===== src/rtl/magic_device_pkg.sv =====
// Shared definitions for the magic device arbiter: FSM state encoding,
// bus widths and the data word returned on a device timeout.
package magic_device_pkg;

    localparam int SELECT_W = 12;
    localparam int DATA_W   = 64;

    // Response data delivered when the device never answers
    localparam logic [DATA_W-1:0] TIMEOUT_DATA = 64'hDEAD_DEAD_DEAD_DEAD;

    typedef enum logic [1:0] {
        ST_IDLE  = 2'd0,
        ST_ISSUE = 2'd1,
        ST_RESP  = 2'd2
    } state_t;

endpackage


===== src/rtl/magic_device_rr_pick.sv =====
// Round-robin selector: returns the first requester after last_grant
// (wrapping) that has its request bit set, plus a flag that any request exists.
module magic_device_rr_pick #(
    parameter int N = 4,
    parameter int W = 2
) (
    input  logic [N-1:0] req,
    input  logic [W-1:0] last_grant,
    output logic [W-1:0] winner,
    output logic         any
);

    // Two descending passes: the lowest index at or below last_grant is the
    // wrap-around fallback, and any requester above last_grant overrides it.
    always_comb begin
        winner = '0;
        any    = 1'b0;
        for (int i = N - 1; i >= 0; i--) begin
            if (req[i] && (W'(i) <= last_grant)) begin
                winner = W'(i);
                any    = 1'b1;
            end
        end
        for (int i = N - 1; i >= 0; i--) begin
            if (req[i] && (W'(i) > last_grant)) begin
                winner = W'(i);
                any    = 1'b1;
            end
        end
    end

endmodule


===== src/rtl/magic_device_arbiter.sv =====
// Arbitrates NUM_REQ requesters onto a single magic device read port, one
// transaction in flight at a time, round-robin fairness between requesters.
// Optional feature: define MAGIC_DEVICE_ARBITER_TIMEOUT_EN to enable the
// ISSUE watchdog that answers with TIMEOUT_DATA and resp_err=1 after
// TIMEOUT_CYCLES cycles without dev_read_valid.
module magic_device_arbiter
    import magic_device_pkg::*;
#(
    parameter int NUM_REQ        = 4,
    parameter int TIMEOUT_CYCLES = 255
) (
    input  logic                         clock,
    input  logic                         reset_n,
    input  logic [NUM_REQ-1:0]           req_valid,
    input  logic [NUM_REQ*SELECT_W-1:0]  req_select,
    output logic [NUM_REQ-1:0]           req_ready,
    output logic [NUM_REQ-1:0]           resp_valid,
    input  logic [NUM_REQ-1:0]           resp_ready,
    output logic [DATA_W-1:0]            resp_data,
    output logic                         resp_err,
    output logic [SELECT_W-1:0]          dev_read_select,
    output logic                         dev_read_ready,
    input  logic                         dev_read_valid,
    input  logic [DATA_W-1:0]            dev_read_data
);

    localparam int IDX_W = (NUM_REQ > 1) ? $clog2(NUM_REQ) : 1;

    if (NUM_REQ < 2 || NUM_REQ > 8) begin : g_bad_num_req
        $error("magic_device_arbiter: NUM_REQ out of range 2..8");
    end
    if (TIMEOUT_CYCLES < 1 || TIMEOUT_CYCLES > 65535) begin : g_bad_timeout
        $error("magic_device_arbiter: TIMEOUT_CYCLES out of range 1..65535");
    end

    state_t              state;
    logic [IDX_W-1:0]    last_grant;
    logic [IDX_W-1:0]    grant_idx;
    logic [IDX_W-1:0]    pick_idx;
    logic                pick_any;
    logic [SELECT_W-1:0] pick_sel;

    function automatic logic [NUM_REQ-1:0] onehot(input logic [IDX_W-1:0] idx);
        logic [NUM_REQ-1:0] v;
        v = '0;
        for (int i = 0; i < NUM_REQ; i++) begin
            if (IDX_W'(i) == idx) begin
                v[i] = 1'b1;
            end
        end
        return v;
    endfunction

    magic_device_rr_pick #(
        .N (NUM_REQ),
        .W (IDX_W)
    ) u_pick (
        .req        (req_valid),
        .last_grant (last_grant),
        .winner     (pick_idx),
        .any        (pick_any)
    );

    // Select field of the current round-robin winner
    always_comb begin
        pick_sel = '0;
        for (int i = 0; i < NUM_REQ; i++) begin
            if (IDX_W'(i) == pick_idx) begin
                pick_sel = req_select[i*SELECT_W +: SELECT_W];
            end
        end
    end

    // Accept is combinational so the winner is told in the same IDLE cycle
    always_comb begin
        req_ready = '0;
        if (state == ST_IDLE && pick_any) begin
            req_ready = onehot(pick_idx);
        end
    end

`ifdef MAGIC_DEVICE_ARBITER_TIMEOUT_EN
    logic [15:0] timeout_cnt;

    // Transaction FSM with ISSUE watchdog; all outputs registered
    always_ff @(posedge clock or negedge reset_n) begin
        if (!reset_n) begin
            state           <= ST_IDLE;
            last_grant      <= IDX_W'(NUM_REQ - 1);
            grant_idx       <= '0;
            dev_read_ready  <= 1'b0;
            dev_read_select <= '0;
            resp_valid      <= '0;
            resp_data       <= '0;
            resp_err        <= 1'b0;
            timeout_cnt     <= '0;
        end else begin
            case (state)
                ST_IDLE: begin
                    if (pick_any) begin
                        grant_idx       <= pick_idx;
                        dev_read_select <= pick_sel;
                        dev_read_ready  <= 1'b1;
                        timeout_cnt     <= '0;
                        state           <= ST_ISSUE;
                    end
                end
                ST_ISSUE: begin
                    if (dev_read_valid) begin
                        dev_read_ready  <= 1'b0;
                        dev_read_select <= '0;
                        resp_data       <= dev_read_data;
                        resp_err        <= 1'b0;
                        resp_valid      <= onehot(grant_idx);
                        timeout_cnt     <= '0;
                        state           <= ST_RESP;
                    end else if (timeout_cnt == 16'(TIMEOUT_CYCLES - 1)) begin
                        dev_read_ready  <= 1'b0;
                        dev_read_select <= '0;
                        resp_data       <= TIMEOUT_DATA;
                        resp_err        <= 1'b1;
                        resp_valid      <= onehot(grant_idx);
                        timeout_cnt     <= '0;
                        state           <= ST_RESP;
                    end else begin
                        timeout_cnt <= timeout_cnt + 16'd1;
                    end
                end
                ST_RESP: begin
                    if (resp_ready[grant_idx]) begin
                        resp_valid <= '0;
                        resp_data  <= '0;
                        resp_err   <= 1'b0;
                        last_grant <= grant_idx;
                        state      <= ST_IDLE;
                    end
                end
                default: state <= ST_IDLE;
            endcase
        end
    end
`else
    assign resp_err = 1'b0;

    // Transaction FSM; ISSUE waits for the device indefinitely
    always_ff @(posedge clock or negedge reset_n) begin
        if (!reset_n) begin
            state           <= ST_IDLE;
            last_grant      <= IDX_W'(NUM_REQ - 1);
            grant_idx       <= '0;
            dev_read_ready  <= 1'b0;
            dev_read_select <= '0;
            resp_valid      <= '0;
            resp_data       <= '0;
        end else begin
            case (state)
                ST_IDLE: begin
                    if (pick_any) begin
                        grant_idx       <= pick_idx;
                        dev_read_select <= pick_sel;
                        dev_read_ready  <= 1'b1;
                        state           <= ST_ISSUE;
                    end
                end
                ST_ISSUE: begin
                    if (dev_read_valid) begin
                        dev_read_ready  <= 1'b0;
                        dev_read_select <= '0;
                        resp_data       <= dev_read_data;
                        resp_valid      <= onehot(grant_idx);
                        state           <= ST_RESP;
                    end
                end
                ST_RESP: begin
                    if (resp_ready[grant_idx]) begin
                        resp_valid <= '0;
                        resp_data  <= '0;
                        last_grant <= grant_idx;
                        state      <= ST_IDLE;
                    end
                end
                default: state <= ST_IDLE;
            endcase
        end
    end
`endif

endmodule


===== config.mk =====
export PLATFORM = sky130hd
export DESIGN_NAME = magic_device_arbiter
export DESIGN_NICKNAME = d
export VERILOG_FILES = /design/src/rtl/magic_device_pkg.sv /design/src/rtl/magic_device_rr_pick.sv /design/src/rtl/magic_device_arbiter.sv
export SDC_FILE = /design/constraint.sdc
export NUM_CORES = 1
export LEC_CHECK = 0
export ABC_AREA = 1
export BUFFER_PORTS_ARGS = -buffer_cell sky130_fd_sc_hd__buf_2
export CORE_MARGIN = 2
export CORE_UTILIZATION = 40
export CTS_BUF_LIST = sky130_fd_sc_hd__clkbuf_16
export DETAILED_ROUTE_END_ITERATION = 16
export MAX_ROUTING_LAYER = met4
export PLACE_DENSITY_LB_ADDON = 0.15
export SYNTH_ARGS = -nofsm -noshare
export SYNTH_HDL_FRONTEND = slang
export SYNTH_SLANG_ARGS = --single-unit

===== constraint.sdc =====
create_clock -name clock -period 2.9 [get_ports clock]
set_clock_uncertainty 0.05 [all_clocks]
set_input_delay 0.29 -clock clock [delete_from_list [all_inputs] [get_ports clock]]
set_output_delay 0.29 -clock clock [all_outputs]
set_load 0.02 [all_outputs]

==> results.json, run 1 <==
{
  "status": "completed",
  "timing.fmax_ghz": 0.386,
  "netlist_area_um2": 3950,
  "ant_nets": 0,
  "worst_slew_pin_slew_ps": 1110,
  "grt_pass1_wl_um": 17500,
  "drive_gt1_share_pct": 36.2,
  "core_um2": 9680,
  "cts_made_buffers": 9,
  "crit_buf_inv": 3,
  "end_kind": "output port",
  "tritoncts": "built",
  "critPathKind": "flip-flop to output port",
  "p_leak_nw": 3.15,
  "wire_per_inst_um": 13.9,
  "clk_pin_slew_ps": 70,
  "syn_to_final_growth_pct": 37.1,
  "routed_via_density": 4.83,
  "cts_buffer_depth": 2,
  "finalCritPeriodShare_pct": 89.4,
  "required_ps": 2560,
  "ir_drop_uv": 489,
  "hold_viol": 0,
  "antenna_found_initial": 1,
  "hold_class": "input pin to flip-flop",
  "totalPowerFinal_mw": 6.01,
  "ys.warnings.count": 0,
  "clk_latency_ps": 330,
  "cts.sinks": 87,
  "grt_pass1_vias": 3679,
  "rsz0062_at_grt": "false",
  "seq_area_frac_synth_pct": 55.2,
  "worst_path_largest_cell_delay_ps": 590,
  "cpMostUsedCell": "nand2_1",
  "power_density_nw_per_um2": 1110,
  "slowest_stage": "dfstp_2",
  "synth_fp_nets": 609,
  "layout_commonest_cell": "nand2_1",
  "io_pins": 209,
  "setup_viol": 0,
  "slew_viol_final": 0,
  "nets": 806,
  "worstSetupStartpointType": "flip-flop",
  "setup-tns-final_ps": 0,
  "cts_setup_buffers": 0,
  "overflow": 0,
  "clock-root-buffer": "clkbuf_16",
  "die_x_um": 103,
  "drc": 0,
  "cp_max_fo": 12,
  "syn_inst": 486,
  "row_count": 36,
  "routabilityCongestion": 0.954,
  "dieArea_um2": 10700,
  "avgSynthCellArea_um2": 8.12,
  "grt_max_degree": 88,
  "num_vias": 3970,
  "n_fill_cell": 937,
  "portBuffers": 207,
  "dp.final_hpwl_um": 7960,
  "synth_cell_types": 29,
  "final_cell_mix": "nand2_1 (210), buf_2 (206), dfrtp_1 (85), nand3_1 (76)",
  "start_util_pct": 40.8,
  "htreeDepth": 3,
  "synthArstFlopShare_pct": 100,
  "ys_ff_latch": 87,
  "drt_pass1_iterations": 4,
  "crit_family": "simple AND/OR/NAND/NOR gates",
  "crit_chain": "inv_1 > nand2_1 > nand2_1 > inv_1 > nand2_1 > nand2_1 > nand2_1 > nor2_1 > buf_2",
  "synth-edff-count": 0,
  "routed_wl_um": 11400,
  "drv_cap": 0,
  "arrival_ps": 2250,
  "slew_headroom_pct": 25.8,
  "ys.flop_type": "dfrtp_1",
  "drtIter0Drc": 123,
  "grt_usage_pct": 21.7,
  "min_period_ps": 2590,
  "fp.dieH_um": 103
}
[state kept, by name (all words and copies together), names as in the netlist]
signal,flops
resp_data,64
dev_read_select,12
resp_valid,4
grant_idx,2
last_grant,2
state,2
dev_read_ready,1
[final timing paths]
kind,endpoint,cells past startpoint,start,slack (ps)
setup / recovery,req_ready[0],9,last_grant[1],310
hold / removal,resp_data[62],3,dev_read_data[62],100
setup reg to reg,dev_read_select[2],10,last_grant[1],620
hold reg to reg,dev_read_ready,2,dev_read_ready,430
max in group asynchronous,last_grant[0],3,reset_n,1920
min in group asynchronous,dev_read_select[4],3,reset_n,450
[area by class of cell]
| type | count | area, um2 | share of cell area, % |
|---|---|---|---|
| sequential | 87 | 2180 | 40.3 |
| clock buffer | 9 | 225 | 4.16 |
| antenna | 1 | 2.50 | 0.0462 |
| timing repair buffer | 214 | 1120 | 20.7 |
| tap | 133 | 166 | 3.08 |
| multi-input combinational | 355 | 1590 | 29.5 |
| clock inverter | 7 | 65.1 | 1.20 |
| inverter | 16 | 60.1 | 1.11 |
[cell usage after synthesis, types with 3 or more instances]
master    count  area, um2
nand2_2       9       56.3
o22ai_1       3       18.8
o211ai_1      7       52.6
buf_1         9       33.8
nand2_1     211        792
o21bai_1      3       22.5
dfrtp_1      85       2130
o31ai_1       3       22.5
buf_2         4       20.0
nor2_1       13       48.8
clkbuf_1     12       45.0
inv_1        15       56.3
nand3_1      76        380
o21ai_0      16       80.1
[tightest hold or removal path, delay by kind of cell]
family / cells / cell delay (ps)
buffers and inverters: 1 / 70
and+or+nand+nor: 2 / 90
[stage by stage]
stage | instances | worst slack [ps] | utilization [%] | cell area [um2] | hold slack [ps]
after floorplan | 486 | 923 | - | 3950 | -55.6
after global placement | 804 | 554 | 52.7 | 5100 | 315
after detailed placement | 804 | 483 | 52.7 | 5100 | 318
after CTS | 821 | 111 | 55.8 | 5400 | 90.4
after global routing | 822 | 108 | 55.9 | 5410 | 99.8
final | 822 | 306 | 55.9 | 5410 | 99.0
[power breakdown]
| part | switching [mW] | internal, mW | total [mW] |
|---|---|---|---|
| clock | 0.475 | 0.661 | 1.14 |
| sequential | 0.299 | 1.76 | 2.06 |
| combinational | 1.89 | 0.919 | 2.81 |
| total | 2.66 | 3.34 | 6.01 |
[cells by family (layout without fill, tap and decap cells)]
kind of cell	Yosys count	count (layout)	share of synthesized area [%]
AND/OR/NAND/NOR	316	316	33.6
flip-flops	87	87	55.2
buffers and inverters	44	246	4.79
AO/OA/AOI/OAI	38	38	6.28
other	1	2	0.0950
[routing by layer]
metal / part of all wire [%] / track usage, %
met2: 50 / 34.4
met5: 0 / -
met3: 5.8 / 4.50
met1: 42 / 27.5
met4: 1.8 / 7.89
[timing repair]
| action | CTS | global route |
|---|---|---|
| endpoints found under the setup margin | 0 | 1 |
| hold buffers | 1 | 0 |
| endpoints found under the hold margin | 85 | 0 |
| gates resized for setup | 0 | 1 |
(Power assumes the default switching activity.)
==> inputs of run 2 (changes only) <==
Settings changed: CELL_PAD_IN_SITES_DETAIL_PLACEMENT set to 1, CELL_PAD_IN_SITES_GLOBAL_PLACEMENT set to 1, CORE_MARGIN 2 to not set, CORE_UTILIZATION 40 to 34.
==> results.json, run 2 (same netlist as run 1, synthesis figures left out) <==
{
  "io_pins": 209,
  "row_count": 38,
  "reg.largest.list": "resp_data (64), dev_read_select (12), resp_valid (4)",
  "min_period_ps": 2580,
  "clk_pin_slew_ps": 70,
  "arrival_ps": 2240,
  "finalWorstSetupSlack_ps": 319,
  "largest_reg_flops": 64,
  "routed_wl_um": 12900,
  "setup-tns-final_ps": 0,
  "drive_gt1_share_pct": 35.9,
  "slew_viol_final": 0,
  "routabilityCongestion": 0.856,
  "pre_cts_ws_ps": 693,
  "drv_cap": 0,
  "drt_pass1_iterations": 4,
  "die_x_um": 110,
  "ant_nets": 0,
  "nets": 806,
  "end_kind": "output port",
  "status": "completed",
  "instances_no_fill": 829,
  "regToRegEndpoint": "dev_read_select[2]",
  "drtIter0Drc": 208,
  "dp.final_hpwl_um": 9320,
  "ir_drop_uv": 460,
  "rrSetupSlack_ps": 720,
  "whs_path_depth": 3,
  "portBuffers": 207,
  "grt_usage_pct": 22.2,
  "final_area_um2": 5450,
  "grt_pass1_wl_um": 19600,
  "final_cell_mix": "nand2_1 (210), buf_2 (206), dfrtp_1 (85), nand3_1 (76)",
  "htreeDepth": 3,
  "worst_slew_pin_slew_ps": 693,
  "power_density_nw_per_um2": 1130,
  "clock-root-buffer": "clkbuf_16",
  "reg2reg_from": "last_grant[1]",
  "core_um2": 11100,
  "start_util_pct": 35.6,
  "dpl_cell_area_um2": 5120,
  "routed_via_density": 4.86,
  "largest_register": "resp_data",
  "num_vias": 4033,
  "hold_class": "input pin to flip-flop",
  "cts.sinks": 87,
  "whs_endpoint": "resp_data[37]",
  "dpl.cell_count": 811,
  "r2r_cells": 10,
  "cts_made_buffers": 9,
  "hold_ws_ps": 97.2,
  "syn_to_final_growth_pct": 38.1,
  "final_core_util_pct": 49.2,
  "p_leak_nw": 3.16,
  "finalCritPeriodShare_pct": 89.0,
  "setup_viol": 0,
  "clk_latency_ps": 330,
  "cts_resized": 0,
  "grt_max_degree": 68,
  "dieArea_um2": 12000,
  "worstSetupStartpointType": "flip-flop",
  "layout_commonest_cell": "nand2_1",
  "hold_viol": 0,
  "grt_pass1_vias": 4110,
  "antenna_found_initial": 1,
  "slew_headroom_pct": 53.8,
  "cp_max_fo": 12,
  "tritoncts": "built",
  "wire_per_inst_um": 15.6,
  "critPathKind": "flip-flop to output port",
  "timing.fmax_ghz": 0.387,
  "fp.dieH_um": 110,
  "totalPowerFinal_mw": 6.15,
  "rsz0062_at_grt": "false",
  "cts_buffer_depth": 2,
  "worstHoldStart": "dev_read_data[37]",
  "drc": 0,
  "required_ps": 2560,
  "overflow": 0
}
## run 2: worst max-delay path: stages, from the launching register on
cell and delay, ps:
dfstp_2 590, nand2_1 70, nand2_1 80, nand2_1 60, inv_1 120, nand2_1 130, nand2_1 330, nand2_1 190
nor2_1 140, buf_2 180
## run 2: what timing repair did
| action | CTS | global route |
|---|---|---|
| setup buffers | 0 | 0 |
| hold buffers | 1 | 0 |
| endpoints found under the hold margin | 48 | 0 |
## run 2: worst max path at each step
stage                     depth (start not counted)  slack (ps)            to     startpoint
after floorplan                                   8         920  req_ready[1]  last_grant[1]
after global placement                            9         770  req_ready[0]  last_grant[1]
after detailed placement                          9         690  req_ready[0]  last_grant[1]
after CTS                                         9         320  req_ready[0]  last_grant[1]
after global routing                              7         170  req_ready[2]  last_grant[1]
final                                             9         320  req_ready[0]  last_grant[1]
## run 2: where the power goes
group	total [mW]	internal [mW]	leakage (nW)	switching (mW)
clock network	1.23	0.749	0.152	0.481
registers	2.07	1.76	1.10	0.311
logic	2.85	0.923	1.91	1.93
## run 2: cell type report
cell class / instances / area [um2]
diodes: 1 / 2.50
clock inverters: 7 / 87.6
inverters: 16 / 60.1
fillers: 1443 / 5630
multi-input cells: 355 / 1590
flip-flops and latches: 87 / 2180
well taps: 140 / 175
clock buffers: 9 / 225
repair buffers: 214 / 1130
## run 2: per-layer routing
| layer | up-vias | share of wire [%] | GRT usage (%) |
|---|---|---|---|
| met2 | 145 | 49 | 37.0 |
| li1 | 1948 | - | - |
| met1 | 1923 | 43 | 26.5 |
| met4 | 0 | 1.9 | 8.57 |
| met5 | - | 0 | - |
| met3 | 17 | 5.9 | 4.21 |
==> inputs of run 3 (changes only) <==
Settings changed: ABC_AREA 1 to 0, CORE_UTILIZATION 34 to 35.
==> results.json, run 3 <==
{
  "status": "completed",
  "reg.largest.list": "resp_data (64), dev_read_select (12), resp_valid (4)",
  "rsz0062_at_grt": "false",
  "drive_gt1_share_pct": 51.5,
  "overflow": 0,
  "start_util_pct": 36.8,
  "yosys.cell_count.top_type": "dfrtp_1",
  "nets": 605,
  "crit_chain": "and2b_1 > o21ai_1 > nand2_1 > nor3_1 > buf_2",
  "netlist_area_um2": 3640,
  "dpl.cell_count": 603,
  "seqPwrFrac_pct": 35.0,
  "synth_compound_area_share_pct": 24.6,
  "clk_pin_slew_ps": 70,
  "clkPwrFrac_pct": 17.4,
  "routed_wl_um": 10700,
  "drtIter0Drc": 112,
  "totalPowerFinal_mw": 6.08,
  "final_core_util_pct": 51.1,
  "syn_to_final_growth_pct": 39.0,
  "die_x_um": 104,
  "grt_pass1_vias": 3364,
  "hold_class": "input pin to flip-flop",
  "synthXorXnorAreaFrac_pct": 0,
  "clk_latency_ps": 330,
  "final_cell_mix": "buf_2 (206), dfrtp_1 (85), a22o_1 (64), a21oi_1 (14)",
  "worst_slew_pin_slew_ps": 779,
  "drv_cap": 0,
  "largest_reg_flops": 64,
  "row_count": 36,
  "ant_nets": 0,
  "synth.area.top_cells": "dfrtp_1 (58%), a22o_1 (15%), mux2_2 (3.7%)",
  "synthAdderAreaFrac_pct": 0,
  "avgSynthCellArea_um2": 13.0,
  "p_leak_nw": 2.69,
  "cts_buffer_depth": 2,
  "synth_cell_types": 41,
  "timing.fmax_ghz": 0.392,
  "arrival_ps": 2210,
  "drt_pass1_iterations": 4,
  "yosysTopAreaCell": "dfrtp_1",
  "required_ps": 2560,
  "hold_viol": 0,
  "synth_top_family_by_area": "compound AO/OA/AOI/OAI gates",
  "instances_no_fill": 621,
  "critPathKind": "flip-flop to output port",
  "drc": 0,
  "p_comb_share_pct": 47.6,
  "routed_via_density": 5.13,
  "grt_pass1_wl_um": 17500,
  "routabilityCongestion": 0.784,
  "yosysTopAreaCellShare_pct": 58.4,
  "ys.flop_type": "dfrtp_1",
  "cp_max_fo": 12,
  "wire_per_inst_um": 17.3,
  "end_kind": "output port",
  "synth-simple-area-share_pct": 5.05,
  "ir_drop_uv": 452,
  "synthArstFlopShare_pct": 100,
  "num_vias": 3187,
  "grt_max_degree": 69,
  "cts_resized": 0,
  "dieArea_um2": 10800,
  "power.internal_mw": 3.51,
  "ys.warnings.count": 0,
  "largest_register": "resp_data",
  "synth-edff-count": 0,
  "synth_common_cells": "dfrtp_1 (85), a22o_1 (64), a21oi_1 (14)",
  "ys_ff_latch": 87,
  "switching_share_pct": 42.2,
  "tritoncts": "built",
  "setup-tns-final_ps": 0,
  "antenna_found_initial": 1,
  "fp.dieH_um": 104,
  "syn_inst": 280,
  "synthMuxAreaShare_pct": 6.39,
  "slew_viol_final": 0,
  "slowest_stage": "dfstp_2",
  "io_pins": 209,
  "dp.final_hpwl_um": 7650,
  "slew_headroom_pct": 48.1,
  "worst_path_largest_cell_delay_ps": 560,
  "cts.sinks": 87,
  "seq_area_frac_synth_pct": 59.8,
  "portBuffers": 207,
  "synth_fp_nets": 403,
  "clock-root-buffer": "clkbuf_16",
  "worstSetupStartpointType": "flip-flop",
  "cts_made_buffers": 9,
  "setup_viol": 0,
  "power_switching_mw": 2.56,
  "core_um2": 9910,
  "finalCritPeriodShare_pct": 88.0,
  "power_density_nw_per_um2": 1200,
  "layout_commonest_cell": "buf_2",
  "min_period_ps": 2550,
  "grt_usage_pct": 20.9,
  "htreeDepth": 3
}
==> run 3: layer usage <==
layer	track usage (%)	part of all wire, %	vias up
li1	-	-	1477
met1	27.4	44	1562
met2	32.8	48	136
met3	4.45	6.4	12
met4	6.22	1.1	0
met5	-	0	-
==> run 3: power by group through the flow <==
stage / sequential [mW] / combinational [mW] / clock (mW)
after floorplan: 2.73 / 1.36 / 0
after global placement: 2.13 / 2.84 / 0
after detailed placement: 2.13 / 2.92 / 0
after CTS: 2.13 / 2.93 / 1.10
after global routing: 2.20 / 3.12 / 1.15
final: 2.13 / 2.89 / 1.06
==> run 3: area by class of cell <==
class | count | area [um2]
repair buffers | 215 | 1110
inverters | 2 | 7.51
fillers | 1107 | 4850
multi-input cells | 167 | 1320
clock inverters | 7 | 47.5
clock buffers | 9 | 225
flip-flops and latches | 87 | 2180
well taps | 133 | 166
diodes | 1 | 2.50
==> run 3: timing repair <==
item,CTS,global route
endpoints found under the hold margin,38,0
hold buffers,1,0
buffers inserted,0,0
==> run 3: worst max-delay path: cells and delay by family (launching register included) <==
family          cells  cell delay [ps]
flops               1              560
compound gates      1              270
buf+inv             1              200
simple gates        3              860
==> run 3: path summary, 6_finish.rpt <==
path	startpoint	to	slack, ps	depth (start not counted)
worst max-delay path	last_grant[0]	req_ready[2]	350	5
worst min-delay path	dev_read_data[23]	resp_data[23]	130	2
max in group asynchronous	reset_n	resp_data[31]	1700	3
worst min register to register	dev_read_ready	dev_read_ready	420	2
min in group asynchronous	reset_n	resp_data[40]	450	2
worst max register to register	last_grant[0]	dev_read_select[4]	580	6
==> run 3: kinds of logic (layout without fill, tap and decap cells) <==
family / Yosys count / in the layout
buffers and inverters: 26 / 233
muxes: 18 / 18
other: 1 / 2
AOI/OAI and AO/OA: 115 / 115
DFF: 87 / 87
and+or+nand+nor: 33 / 33
==> run 3: per-stage QoR <==
| step | hold WS (ps) | worst slack [ps] | cell area (um2) |
|---|---|---|---|
| detailed placement | 266 | 586 | 4780 |
| CTS | 117 | 345 | 5060 |
| global placement | 260 | 637 | 4780 |
| finish | 129 | 347 | 5060 |
| global route | 123 | 161 | 5060 |
| floorplan | -55.6 | 768 | 3640 |
